==> src/rtl/serial_adder_pkg.sv <==
// -----------------------------------------------------------------------------
// serial_adder_pkg
//   Shared definitions for the serial adder slice:
//     state_e  - FSM state encoding (IDLE / RUN / DONE)
//     clog2    - ceiling log2, used to size the digit counter
//   Optional feature of the top level: define SERIAL_ADDER_SAT_EN to saturate
//   the sum to all-ones when the final carry is set.
// -----------------------------------------------------------------------------
package serial_adder_pkg;

  typedef enum logic [1:0] {
    ST_IDLE = 2'd0,
    ST_RUN  = 2'd1,
    ST_DONE = 2'd2
  } state_e;

  // Ceiling log2 for elaboration-time sizing; clog2(1) == 0.
  function automatic int clog2(input int value);
    int result;
    result = 0;
    for (int i = 0; i < 31; i++) begin
      if ((1 << i) < value) result = i + 1;
    end
    return result;
  endfunction

endpackage

==> src/rtl/serial_adder_digit_adder.sv <==
// -----------------------------------------------------------------------------
// digit_adder
//   Combinational DIGIT-bit ripple-carry adder.
//   Ports:
//     a_i, b_i  [DIGIT-1:0]  addend digits
//     cin_i                  carry into the least significant bit
//     sum_o     [DIGIT-1:0]  digit sum
//     cout_o                 carry out of the most significant bit
// -----------------------------------------------------------------------------
module digit_adder #(
  parameter int DIGIT = 1
) (
  input  logic [DIGIT-1:0] a_i,
  input  logic [DIGIT-1:0] b_i,
  input  logic             cin_i,
  output logic [DIGIT-1:0] sum_o,
  output logic             cout_o
);

  logic [DIGIT:0] carry;

  // NOTE: every signal driven here gets a default before any conditional
  // or loop assignment, so no path can leave it unassigned and infer a latch.
  always_comb begin
    carry    = '0;
    sum_o    = '0;
    carry[0] = cin_i;
    for (int i = 0; i < DIGIT; i++) begin
      sum_o[i]     = a_i[i] ^ b_i[i] ^ carry[i];
      carry[i + 1] = (a_i[i] & b_i[i]) | (carry[i] & (a_i[i] ^ b_i[i]));
    end
    cout_o = carry[DIGIT];
  end

endmodule

==> src/rtl/serial_adder.sv <==
// -----------------------------------------------------------------------------
// serial_adder
//   Multi-cycle unsigned adder: sum = a + b + cin, processed DIGIT bits per
//   cycle (LSB digit first) with a carry register between cycles.
//   Configuration macro: SERIAL_ADDER_SAT_EN - when defined, a final carry of 1
//   forces sum to all-ones (cout still reports 1); otherwise sum wraps.
//   Ports:
//     clk, rst            clock (rising edge), async active-high reset
//     in_valid/in_ready   operand handshake; accepted only in IDLE
//     a, b [WIDTH-1:0]    unsigned operands
//     cin                 carry-in
//     out_valid/out_ready result handshake; result held until taken
//     sum [WIDTH-1:0]     registered result
//     cout                registered carry-out of the MSB digit
//     busy                high whenever not IDLE
// -----------------------------------------------------------------------------
module serial_adder
  import serial_adder_pkg::*;
#(
  parameter int WIDTH = 8,
  parameter int DIGIT = 1
) (
  input  logic             clk,
  input  logic             rst,
  input  logic             in_valid,
  output logic             in_ready,
  input  logic [WIDTH-1:0] a,
  input  logic [WIDTH-1:0] b,
  input  logic             cin,
  output logic             out_valid,
  input  logic             out_ready,
  output logic [WIDTH-1:0] sum,
  output logic             cout,
  output logic             busy
);

  localparam int NUM_DIGITS = WIDTH / DIGIT;
  localparam int CW         = (clog2(NUM_DIGITS) < 1) ? 1 : clog2(NUM_DIGITS);

  state_e           state_q, state_d;
  logic [WIDTH-1:0] a_sr_q, b_sr_q, sum_sr_q, sum_q;
  logic             carry_q, cout_q;
  logic [CW-1:0]    cnt_q;

  logic [DIGIT-1:0] dig_sum;
  logic             dig_cout;
  logic [WIDTH-1:0] sum_next;
  logic [WIDTH-1:0] sum_final;

  digit_adder #(.DIGIT(DIGIT)) u_digit_adder (
    .a_i    (a_sr_q[DIGIT-1:0]),
    .b_i    (b_sr_q[DIGIT-1:0]),
    .cin_i  (carry_q),
    .sum_o  (dig_sum),
    .cout_o (dig_cout)
  );

  // New digit enters at the MSB end; written as shifts so DIGIT == WIDTH
  // needs no special case.
  assign sum_next = (sum_sr_q >> DIGIT) | (WIDTH'(dig_sum) << (WIDTH - DIGIT));

`ifdef SERIAL_ADDER_SAT_EN
  assign sum_final = dig_cout ? '1 : sum_next;
`else
  assign sum_final = sum_next;
`endif

  // Next-state logic.
  always_comb begin
    state_d = state_q;
    unique case (state_q)
      ST_IDLE: if (in_valid)      state_d = ST_RUN;
      ST_RUN:  if (cnt_q == '0)   state_d = ST_DONE;
      ST_DONE: if (out_ready)     state_d = ST_IDLE;
      default:                    state_d = ST_IDLE;
    endcase
  end

  // NOTE: sequential state uses non-blocking assignments so every register
  // samples pre-edge values, independent of statement order.
  always_ff @(posedge clk or posedge rst) begin
    if (rst) state_q <= ST_IDLE;
    else     state_q <= state_d;
  end

  // NOTE: the datapath registers are reset too, because sum/cout must read
  // zero out of reset and a reset mid-operation must discard the partial result.
  always_ff @(posedge clk or posedge rst) begin
    if (rst) begin
      a_sr_q   <= '0;
      b_sr_q   <= '0;
      sum_sr_q <= '0;
      sum_q    <= '0;
      carry_q  <= 1'b0;
      cout_q   <= 1'b0;
      cnt_q    <= '0;
    end else if (state_q == ST_IDLE && in_valid) begin
      a_sr_q  <= a;
      b_sr_q  <= b;
      carry_q <= cin;
      cnt_q   <= CW'(NUM_DIGITS - 1);
    end else if (state_q == ST_RUN) begin
      a_sr_q   <= a_sr_q >> DIGIT;
      b_sr_q   <= b_sr_q >> DIGIT;
      carry_q  <= dig_cout;
      sum_sr_q <= sum_next;
      cnt_q    <= cnt_q - CW'(1);
      // Result registers load only on the final digit, so they stay stable
      // throughout DONE whatever the operand inputs do.
      if (cnt_q == '0) begin
        sum_q  <= sum_final;
        cout_q <= dig_cout;
      end
    end
  end

  assign in_ready  = (state_q == ST_IDLE);
  assign out_valid = (state_q == ST_DONE);
  assign busy      = (state_q != ST_IDLE);
  assign sum       = sum_q;
  assign cout      = cout_q;

endmodule

==> config.mk <==
export PLATFORM = sky130hd
export DESIGN_NAME = serial_adder
export DESIGN_NICKNAME = d
export VERILOG_FILES = /design/src/rtl/serial_adder_pkg.sv /design/src/rtl/serial_adder_digit_adder.sv /design/src/rtl/serial_adder.sv
export SDC_FILE = /design/constraint.sdc
export NUM_CORES = 1
export LEC_CHECK = 0
export ABC_AREA = 1
export CAP_MARGIN = 30
export CORE_MARGIN = 8
export CORE_UTILIZATION = 45
export CTS_CLUSTER_DIAMETER = 100
export CTS_CLUSTER_SIZE = 8
export DETAILED_ROUTE_END_ITERATION = 8
export DONT_BUFFER_PORTS = 1
export SETUP_SLACK_MARGIN = 0.3
export SYNTH_ARGS = -nofsm -noshare
export SYNTH_HDL_FRONTEND = slang
export SYNTH_SLANG_ARGS = --single-unit
export TNS_END_PERCENT = 50
==> constraint.sdc <==
create_clock -name clk -period 1.24 [get_ports clk]
set_clock_uncertainty 0.1 [all_clocks]
set_input_delay 0.248 -clock clk [delete_from_list [all_inputs] [get_ports clk]]
set_output_delay 0.248 -clock clk [all_outputs]
set_load 0.01 [all_outputs]
# Word level (Yosys, flattened, before mapping)
# Cells that the tools add are included.
# word_totals
mem_bits_ro	0
memories	0
ram_bits	0
reg_bits	39
latch_bits	0
inputBits	21
# op_classes
div_mod_pow	0
n_lt_le_gt_ge	0
mux	12
shift	0
eq_ne	5
addsub	1
mul	0
bitwise	7
reduce_logical	8
# ops
operator	n
8-bit 2-to-1 mux	4
7-bit by 8-bit OR with 8-bit output	1
2-bit 2-to-1 mux	3
3-bit 2-to-1 mux	2
2-bit one-hot mux with 3 select lines	1
3-bit AND reduction	2
2-bit by 1-bit != test with 1-bit output, second input constant	2
2-bit nonzero test	2
3-bit logical NOT	1
3-bit by 1-bit subtractor with 3-bit output, second input constant	1
1-bit bitwise AND	2
2-bit by 1-bit equality test with 1-bit output, second input constant	1
2-bit equality test, second input constant	1
2-bit logical NOT	1
1-bit 2-to-1 mux	2
2-bit != test, second input constant	1
2-bit AND reduction	1
1-bit XOR	2
1-bit logical AND	1
1-bit NOT	1
1-bit OR	1

# Depth between registers and ports, before layout
# Gate-level depths: netlist (run 1).
# logic_depth
word_depth	5
ltp_mapped	7
ltp_nobuf	7

# Modules after synthesis
# A second synthesis (run 1) with hierarchy kept.
# unflattened
hier_cells	193
area_unflattened_um2	1705.4
# modules_own_cells
mod	seq_area_each_um2	area_each_um2	instances	cells_each
serial_adder	950.9	1685.4	1	192
digit_adder	0.0	20.0	1	1

# Worst setup path before layout (run 1)
# Ideal clock, no wire load.
# synth_path
path_kind	flip-flop to flip-flop
start	reg cnt_q[0]
end	reg cout_q, in the netlist cout
path_buffers	0
arrival_time_ps	1016
path_stages_with_launch	8
setup_time_ps	117
required_ps	1023
slack_ps	7
cell_sequence	dfrtp_1 inv_1 ha_1 inv_1 nor2_1 nand2_2 nand2_1 nand2_1
# synth_between
elab_chain_cells	2
# synth_lines
element	line_no	source
from (decl)	serial_adder.sv:43	logic [CW-1:0] cnt_q;
from (signal assigned)	serial_adder.sv:101	cnt_q <= CW'(NUM_DIGITS - 1);
from (signal assigned)	serial_adder.sv:107	cnt_q <= cnt_q - CW'(1);
3-bit logical NOT	serial_adder.sv:110	if (cnt_q == '0) begin
3-bit AND reduction (no source line)	--	
to (signal assigned)	serial_adder.sv:112	cout_q <= dig_cout;
to (decl)	serial_adder.sv:42	logic carry_q, cout_q;
# Every way passes these cells.
# A chain may end at the register's enable or synchronous reset.

# Worst setup path in the final report (run 1)
# layout_path
start	reg state_q[1]
end	out in_ready
# layout_between
elab_chain_cells	1
# layout_lines
element	line_no	source
from (decl)	serial_adder.sv:40	state_e state_q, state_d;
from (signal assigned)	serial_adder.sv:83	else state_q <= state_d;
2-bit logical NOT	serial_adder.sv:117	assign in_ready = (state_q == ST_IDLE);
to (decl)	serial_adder.sv:26	output logic in_ready,
# Every way passes these cells.

==> results of run 1 <==
-- kinds of logic (layout without fill, tap and decap cells) --
family | after synthesis | count (layout) | synth area share
AO/OA/AOI/OAI | 5 | 5 | 0.0227
flip-flops | 38 | 38 | 0.556
buffers and inverters | 20 | 53 | 0.0731
AND/OR/NAND/NOR | 127 | 128 | 0.322
adder cells (fa/ha/maj) | 3 | 3 | 0.0263
-- cell type report --
type / count / area (um^2)
clock inverter: 2 / 12.5
sequential: 38 / 955
inverter: 10 / 41.3
timing repair buffer: 35 / 503
multi-input combinational: 136 / 779
tap: 48 / 60.1
clock buffer: 6 / 82.6
fill: 286 / 1230
-- layout by cell type, fill, tap and decap left out, drive strengths merged --
cell type    synthesis  layout
o21ai                4       4
o31ai                1       1
clkbuf               0       6
nor2                 4       4
inv                 10       9
buf                 10      29
dlygate4sd3          0       6
ha                   2       2
nand2               77      78
clkinv               0       1
dfrtp               38      38
clkinvlp             0       2
fa                   1       1
nand3               46      46
-- metal layers --
metal | up-vias | global-route usage | part of all wire
met5 | - | 0 | 0
met4 | 0 | 0.0528 | 0.013
met3 | 6 | 0.0668 | 0.059
met2 | 35 | 0.269 | 0.52
met1 | 710 | 0.158 | 0.40
li1 | 689 | - | -
-- power by group --
| group | switching, uW | internal (uW) |
|---|---|---|
| sequential | 470 | 1780 |
| combinational | 1610 | 1870 |
| clock | 430 | 446 |
-- timing repair --
item	4_1_cts	5_1_grt
buffers inserted	14	1
endpoints found under the hold margin	41	0
pin swaps	17	10
gates cloned	4	0
setup endpoints to repair	50	50
hold buffers	6	0
gates resized for setup	26	7
-- state kept, by name (all words and copies together), names as in the netlist --
name / count
a_sr_q: 8
cout: 1
sum: 8
state_q: 2
cnt_q: 3
carry_q: 1
b_sr_q: 8
sum_sr_q: 7
-- final timing paths --
kind | endpoint | cells after the start
max | in_ready | 3
min | b_sr_q[3] | 2
max reg2reg | sum[2] | 8
min reg2reg | a_sr_q[7] | 2
max in group asynchronous | state_q[1] | 3
min in group asynchronous | cnt_q[0] | 3
-- stage by stage --
stage | setup WS (ns) | setup TNS, ns | instances | util
floorplan | 0.0429 | 0 | 193 | -
global placement | -0.00977 | -0.0711 | 242 | 0.521
detailed placement | -0.0572 | -0.851 | 242 | 0.521
CTS | -0.194 | -2.69 | 274 | 0.656
global route | -0.240 | -5.81 | 275 | 0.665
finish | -0.198 | -3.66 | 275 | 0.665
-- critical path: stages, from the launching register on --
cell and delay [ns]:
dfrtp_2 0.45, nor2_4 0.13, buf_12 0.12, buf_12 0.09
==> results by group, run 1 <==
Status
  – Outcome: finished with violations
  – Failing checks: negative setup slack

Placed design
  – Port Buffers: 0
  – HPWL Detailed: 2480 um
  – GP Congestion: 0.758
  – Cell area after placement: 1910 um^2

Global route
  – First-pass GRT wire length: 7310 um
  – Largest net degree at the start of global routing: 39
  – Congestion Overflow GR: 0
  – Tot GR Track Use: 0.153
  – Vias in the first global route: 1573
  – Initial antenna violation count: 0

STA
  – Final period util: 1.16
  – Slew @ Worst Pin: 0.287 ns
  – Slew Limit Fails: 0
  – Minimum clock period: 1.44 ns
  – Slew HR: 0.809
  – FMAX: 0.695 GHz
  – Hold Fails Final Rpt: 0
  – Hold_ws: 0.0110 ns
  – RSZ-0062 raised after global routing: true
  – Final setup violation count: 41
  – Final worst setup slack: -0.198 ns

Detailed routing
  – Antenna Nets Post-Route: 0
  – Vias post-DR: 1440
  – Final WL: 4170 um
  – DR pass1 iterations: 6
  – Iteration-0 DRC Markers: 68
  – Routed vias/inst: 5.24
  – DR DRC count: 0
  – Routed length per instance: 15.2 um

Die
  – Core ar.: 3660 um^2
  – Ports: 33
  – Die area: 6030 um^2
  – # rows: 22
  – Die Height: 77.7 um
  – Initial Util: 0.468
  – Die Wd: 77.7 um

Power and ir drop
  – Pwr Density: 2720 nW/um^2
  – Max VDD drop: 1.19 mV
  – Pwr Total: 6610 uW
  – Leakage power figure: 0.00115 uW

Critical path
  – FF-to-FF setup slack: -0.12 ns
  – CP startpoint: state_q[1]
  – Setup crit end kind: output pin
  – Crit path DAT: 1.09 ns
  – Critical path launch point type: flop
  – CP max FO: 4
  – Kind of critical path: flop to output pin
  – Req. time, crit path: 0.89 ns
  – RR Startpoint: cnt_q[0]

Layout
  – ANT cells: 0
  – Finished Cell Area: 2430 um^2
  – Proportion of layout cells with a drive suffix above 1: 0.330
  – Syn-to-layout area delta: 42.2%
  – Final nets: 250

Clock network
  – CTS tree: yes
  – Clk_lat worst skew: 0.29 ns
  – Clk sink count: 38
  – H-Tree Depth: 2
  – Clock slew at reported path FFs: 0.07 ns
  – Clk root buf: clkbuf_8
  – Number of buffers created by CTS: 5
  – Clock Path Buffers: 2

Synth
  – Synth warn: 0
  – Distinct cells, synth: 16
  – Cell with the most instances after synthesis: nand2_1
  – Syn_nets: 217
  – Top cell type's share of synthesized area: 0.556
  – Post-Synthesis Cell Area: 1710 um^2
  – Mapped Cells: 193
  – Ys flop type: dfrtp_1
  – Synth Register Bits: 38
  – Post-synth EDFFs: 0
  – Synth async-reset ratio: 1.00
  – Synth area leaders: dfrtp_1 (56%), nand2_1 (16%), nand3_1 (13%)
  – Largest area contributor in the netlist: dfrtp_1
  – Sequential cell area fraction in the yosys report: 0.556
  – Synth top cells by count: nand2_1 (75), nand3_1 (45), dfrtp_1 (38)
  – Syn avg cell area: 8.87 um^2

Worst hold path
  – HP Class: input pin to flop
  – Worst min-delay path startpoint: b[3]

Job
  – Max-cap violation count: 0
Note: power is estimated with default switching activity, not from simulation.
==> inputs of run 2 (changes only) <==
Settings changed: GPL_TIMING_DRIVEN set to 0.
==> run 2 against run 1 <==
The run ends with negative hold slack, negative setup slack left; global-route usage shrank 1.0 points; worst hold slack lost 0.14 ns; via count decreased by 3.5%; sequential share of layout area up 2.1 points; clock-buffer cell count increased by 1; first-iteration DRC count fell by 13%; worst setup slack better by 0.0067 ns; utilization decreased by 3.6 points; largest power group unchanged; highest routed layer unchanged.
==> results by group, run 2 (synthesis results as in run 1) <==
Status
  – Failing checks: negative hold slack, negative setup slack
  – Outcome: finished with violations

Global route
  – First-pass GRT wire length: 6960 um (-4.9%)
  – Initial antenna violation count: 0 (unchanged)
  – Largest net degree at the start of global routing: 39 (unchanged)
  – Gr busiest metal: met2
  – Congestion Overflow GR: 0 (unchanged)
  – Met2 usage: 0.236 (-0.0334)
  – M3 GR Usage: 0.0415 (-0.0253)
  – M1 GR Usage: 0.165 (+0.00793)
  – Tot GR Track Use: 0.142 (-0.0103)
  – Vias in the first global route: 1473 (-6.4%)

STA
  – RSZ-0062 raised after global routing: true
  – Slew HR: 0.456 (-0.352)
  – Slew @ Worst Pin: 0.814 ns (+0.527 ns)
  – Minimum clock period: 1.43 ns (-0.00667 ns)
  – Final period util: 1.15 (-0.00538)
  – Slew Limit Fails: 0 (unchanged)
  – Final worst setup slack: -0.191 ns (+0.00668 ns)
  – FMAX: 0.699 GHz (+0.47%)
  – Final setup violation count: 41 (unchanged)
  – Hold Fails Final Rpt: 39 (+39)
  – Hold_ws: -0.133 ns (-0.144 ns)

Critical path
  – Cell mode on critical path: buf_6
  – Setup crit end kind: output pin
  – Critical path launch point type: flop
  – Req. time, crit path: 0.89 ns (about the same)
  – Top cell family by delay on the critical path: flip-flops
  – Slowest cell on crit path: dfrtp_1
  – CP max FO: 5 (+1)
  – Kind of critical path: flop to output pin
  – Crit path DAT: 1.08 ns (about the same)
  – Crit path buf inv count: 3 (+1)
  – CP Cell Sequence: buf_6 > nor2_4 > buf_6 > inv_4
  – CP peak stage delay: 0.38 ns (-0.07 ns)

Layout
  – Most common cell after layout, fill and taps aside: nand2_1
  – Final nets: 242 (-3.2%)
  – ANT cells: 0 (unchanged)
  – Proportion of layout cells with a drive suffix above 1: 0.416 (+0.0851)
  – Most frequent cells in the layout: nand2_1 (56), dfrtp_1 (37), nand3_1 (24), nand3_2 (21), nand2_2 (14)
  – Syn-to-layout area delta: 34.6%

Job
  – Max-cap violation count: 0 (unchanged)

Clock network
  – Clk_lat worst skew: 0.29 ns (about the same)
  – Clock slew at reported path FFs: 0.07 ns (about the same)
  – Hold Buf Count CTS: 1 (-5)
  – H-Tree Depth: 2 (unchanged)
  – CTS tree: yes
  – Clock Path Buffers: 2 (unchanged)
  – Clk sink count: 38 (unchanged)
  – Number of buffers created by CTS: 5 (unchanged)
  – Clk root buf: clkbuf_8

Detailed routing
  – Vias post-DR: 1390 (-3.5%)
  – Antenna Nets Post-Route: 0 (unchanged)
  – Routed length per instance: 15.8 um (+4.0%)
  – DR DRC count: 0 (unchanged)
  – Final WL: 4210 um (+0.98%)
  – Routed vias/inst: 5.21 (-0.58%)
  – DR pass1 iterations: 4 (-2)
  – Iteration-0 DRC Markers: 59 (-13%)

Die
  – Die Wd: 77.7 um (unchanged)
  – Core ar.: 3660 um^2 (unchanged)
  – Die area: 6030 um^2 (unchanged)
  – Initial Util: 0.468 (unchanged)
  – Ports: 33 (unchanged)
  – # rows: 22 (unchanged)
  – Die Height: 77.7 um (unchanged)

Power and ir drop
  – Max VDD drop: 1.42 mV (+19%)
  – Pwr Density: 2740 nW/um^2 (+0.90%)
  – Leakage power figure: 0.00119 uW (+3.0%)
  – Pwr Total: 6310 uW (-4.5%)

Placed design
  – GP Congestion: 0.744 (-1.9%)
  – Port Buffers: 0 (unchanged)
  – Post-place setup slack: -0.0673 ns (-0.0101 ns)
  – HPWL Detailed: 2560 um (+3.0%)

Worst hold path
  – HP Class: input pin to async pin
## run 2: changes by cell type in the layout (fill, tap and decap cells not counted), sizes merged
| cell | change |
|---|---|
| dlygate4sd3 | -5 |
| buf | -3 |
| clkbuf | +2 |
| clkinvlp | -1 |
| nand2 | -1 |
## run 2: repair_timing
item	CTS	global route
cloned	4	1
pin swaps	5	21
endpoints found under the hold margin	40	39
gates resized for setup	18	49
buffers inserted	10	2
setup endpoints to repair	50	50
## run 2: final timing paths
kind	startpoint	to	slack, ns	cells after the start
max	state_q[0]	busy	-0.19	4
min	rst	a_sr_q[2]	-0.13	1
max reg2reg	state_q[0]	a_sr_q[0]	-0.13	8
min reg2reg	sum_sr_q[1]	sum_sr_q[1]	0.37	2
max in group asynchronous	rst	state_q[1]	0.69	1
min in group clk	out_ready	state_q[1]	-0.03	1
## run 2: area by class of cell
cell class	instances	area (um^2)
tap	48	60.1
timing repair buffer	18	186
clock inverter	1	5.00
inverter	10	46.3
multi-input combinational	135	860
buffer	10	108
sequential	38	952
fill	298	1360
clock buffer	7	86.3
## run 2: where the power goes
part,leakage [uW],switching (uW),internal (uW)
clock,0.0000482,424,448
sequential,0.000484,484,1780
combinational,0.000656,1670,1500
## run 2: stage by stage
step	std cells	setup TNS [ns]	utilization	area [um^2]	hold slack, ns
6_report	267	-3.56	0.629	2300	-0.133
5_1_grt	267	-6.69	0.629	2300	-0.0832
4_1_cts	264	-5.41	0.566	2070	-0.104
3_5_place_dp	241	-1.12	0.500	1830	0.212
3_3_place_gp	241	-0.518	0.500	1830	0.197
2_1_floorplan	193	0	-	1770	0.114
## run 2: layer usage
layer  vias up  routed length (um)
li1        676                   -
met1       677                1750
met2        30                2150
met3         7                 227
met4         0                  74
met5         -                   0
==> inputs of run 3 (changes only) <==
Settings changed: SKIP_CTS_REPAIR_TIMING set to 1.
==> run 3 against run 2 <==
The flow still finishes with violations (negative hold slack, negative setup slack); first-iteration DRC count fell by 39%; sequential share of layout area fell by 1.3 points; non-clock buffer count fell by 1; maximum frequency fell by 2.4%; via count fell by 2.4%; final cell count did not move; power rose by 3.6%; die area did not move.
==> results by group, run 3 (synthesis results as in run 1) <==
Critical path
  – RR Endpoint: sum[3]
  – Slowest cell on crit path: dfrtp_1
  – Kind of critical path: flop to output pin
  – CP Cell Sequence: buf_6 > nor2_4 > buf_8 > inv_4
  – Critical path launch point type: flop
  – RR Startpoint: cnt_q[1]
  – FF-to-FF setup slack: -0.18 ns (-0.05 ns)
  – Worst r2r path cells: 7 (-1)
  – Setup crit end kind: output pin
  – CP peak stage delay: 0.38 ns (about the same)
  – CP max FO: 5 (unchanged)
  – CP startpoint: state_q[0]
  – Crit path DAT: 1.12 ns (+0.04 ns)
  – Req. time, crit path: 0.89 ns (about the same)

Power and ir drop
  – Max VDD drop: 1.37 mV (-3.4%)
  – Int Pwr: 3910 uW (+4.8%)
  – Pwr Total: 6540 uW (+3.6%)
  – Pwr Density: 2760 nW/um^2 (+0.56%)
  – Combinational power share: 0.517 (+0.014)
  – Leakage power figure: 0.00118 uW (-0.80%)
  – Reg power frac: 0.349 (-0.010)
  – Clk pwr share: 0.134 (-0.004)
  – Reported net switching power: 2630 uW (+1.9%)
  – Net Sw Frac: 0.402 (-0.00689)

Clock network
  – Clk sink count: 38 (unchanged)
  – Number of buffers created by CTS: 5 (unchanged)
  – Clk root buf: clkbuf_8
  – Clk_lat worst skew: 0.29 ns (about the same)
  – Clock Path Buffers: 2 (unchanged)
  – Clock slew at reported path FFs: 0.07 ns (about the same)
  – H-Tree Depth: 2 (unchanged)
  – CTS tree: yes

Worst hold path
  – HP Class: input pin to async pin

Die
  – Ports: 33 (unchanged)
  – Die area: 6030 um^2 (unchanged)
  – Core ar.: 3660 um^2 (unchanged)
  – Initial Util: 0.468 (unchanged)
  – Die Wd: 77.7 um (unchanged)
  – # rows: 22 (unchanged)
  – Die Height: 77.7 um (unchanged)

STA
  – Final setup violation count: 40 (-2.4%)
  – FMAX: 0.682 GHz (-2.4%)
  – Final worst setup slack: -0.227 ns (-0.0356 ns)
  – RSZ-0062 raised after global routing: true
  – Slew Limit Fails: 0 (unchanged)
  – Hold Fails Final Rpt: 39 (unchanged)
  – Slew @ Worst Pin: 0.805 ns (-0.00844 ns)
  – Final period util: 1.18 (+0.0287)
  – Slew HR: 0.462 (+0.00564)
  – Hold_ws: -0.133 ns (+0.000101 ns)
  – Minimum clock period: 1.47 ns (+0.0356 ns)

Global route
  – Initial antenna violation count: 0 (unchanged)
  – Congestion Overflow GR: 0 (unchanged)
  – Vias in the first global route: 1398 (-5.1%)
  – First-pass GRT wire length: 6400 um (-7.9%)
  – Tot GR Track Use: 0.132 (-0.0101)
  – Largest net degree at the start of global routing: 39 (unchanged)

Layout
  – Most frequent cells in the layout: nand2_1 (54), dfrtp_1 (38), nand3_1 (28), nand2_2 (18), nand3_2 (17)
  – ANT cells: 0 (unchanged)
  – Finished Cell Area: 2370 um^2 (+3.0%)
  – Syn-to-layout area delta: 38.7%
  – Final std cells w/o fill: 267 (unchanged)
  – Proportion of layout cells with a drive suffix above 1: 0.397 (-0.0183)
  – Most common cell after layout, fill and taps aside: nand2_1
  – Final nets: 242 (unchanged)
  – FILL cells: 294 (-1.3%)

Detailed routing
  – Routed length per instance: 16.2 um (+2.6%)
  – Antenna Nets Post-Route: 0 (unchanged)
  – Final WL: 4320 um (+2.6%)
  – Routed vias/inst: 5.08 (-2.4%)
  – DR DRC count: 0 (unchanged)
  – DR pass1 iterations: 4 (unchanged)
  – Vias post-DR: 1357 (-2.4%)
  – Iteration-0 DRC Markers: 36 (-39%)

Placed design
  – Post-place setup slack: -0.0673 ns (unchanged)
  – HPWL Detailed: 2560 um (unchanged)
  – Cell area after placement: 1830 um^2 (unchanged)
  – Cells after DPL: 241 (unchanged)
  – Port Buffers: 0 (unchanged)
  – GP Congestion: 0.744 (unchanged)

Status
  – Outcome: finished with violations
  – Failing checks: negative hold slack, negative setup slack

Job
  – Max-cap violation count: 0 (unchanged)
run 3: routing by layer:
layer / vias up / GRT usage / share of wire
li1: 669 / - / -
met1: 651 / 0.149 / 0.41
met2: 30 / 0.218 / 0.52
met3: 7 / 0.0553 / 0.054
met4: 0 / 0.0509 / 0.017
met5: - / 0 / 0
run 3: worst max-delay path, delay by kind of cell (launching register included):
family / cells / cell delay (ns)
AND/OR/NAND/NOR: 1 / 0.14
flip-flops: 1 / 0.38
buffers and inverters: 3 / 0.31
run 3: final cells by class:
class / instances / area [um^2] / share of cell area
Tap cell: 48 / 60.1 / 0.0253
Timing Repair Buffer: 17 / 244 / 0.103
Sequential cell: 38 / 951 / 0.401
Clock inverter: 1 / 5.00 / 0.00211
Clock buffer: 7 / 86.3 / 0.0364
Inverter: 10 / 48.8 / 0.0206
Buffer: 10 / 123 / 0.0517
Multi-Input combinational cell: 136 / 856 / 0.361
run 3: through the flow:
step,util,setup TNS [ns]
3_5_place_dp,0.500,-1.12
2_1_floorplan,-,0
3_3_place_gp,0.500,-0.518
6_report,0.648,-4.75
4_1_cts,0.525,-2.39
5_1_grt,0.648,-7.07
run 3: worst max path at each step:
stage	cells past startpoint	to
2_1_floorplan	6	state_q[0]
3_3_place_gp	6	sum[6]
3_5_place_dp	5	b_sr_q[1]
4_1_cts	2	out_valid
5_1_grt	4	busy
6_report	4	busy
run 3: power groups by stage:
stage | clock [uW] | sequential, uW | combinational (uW)
5_1_grt | 927 | 2350 | 3690
4_1_cts | 902 | 2200 | 2020
2_1_floorplan | 0 | 2130 | 1630
6_report | 879 | 2280 | 3380
3_3_place_gp | 0 | 2200 | 1940
3_5_place_dp | 0 | 2230 | 2020
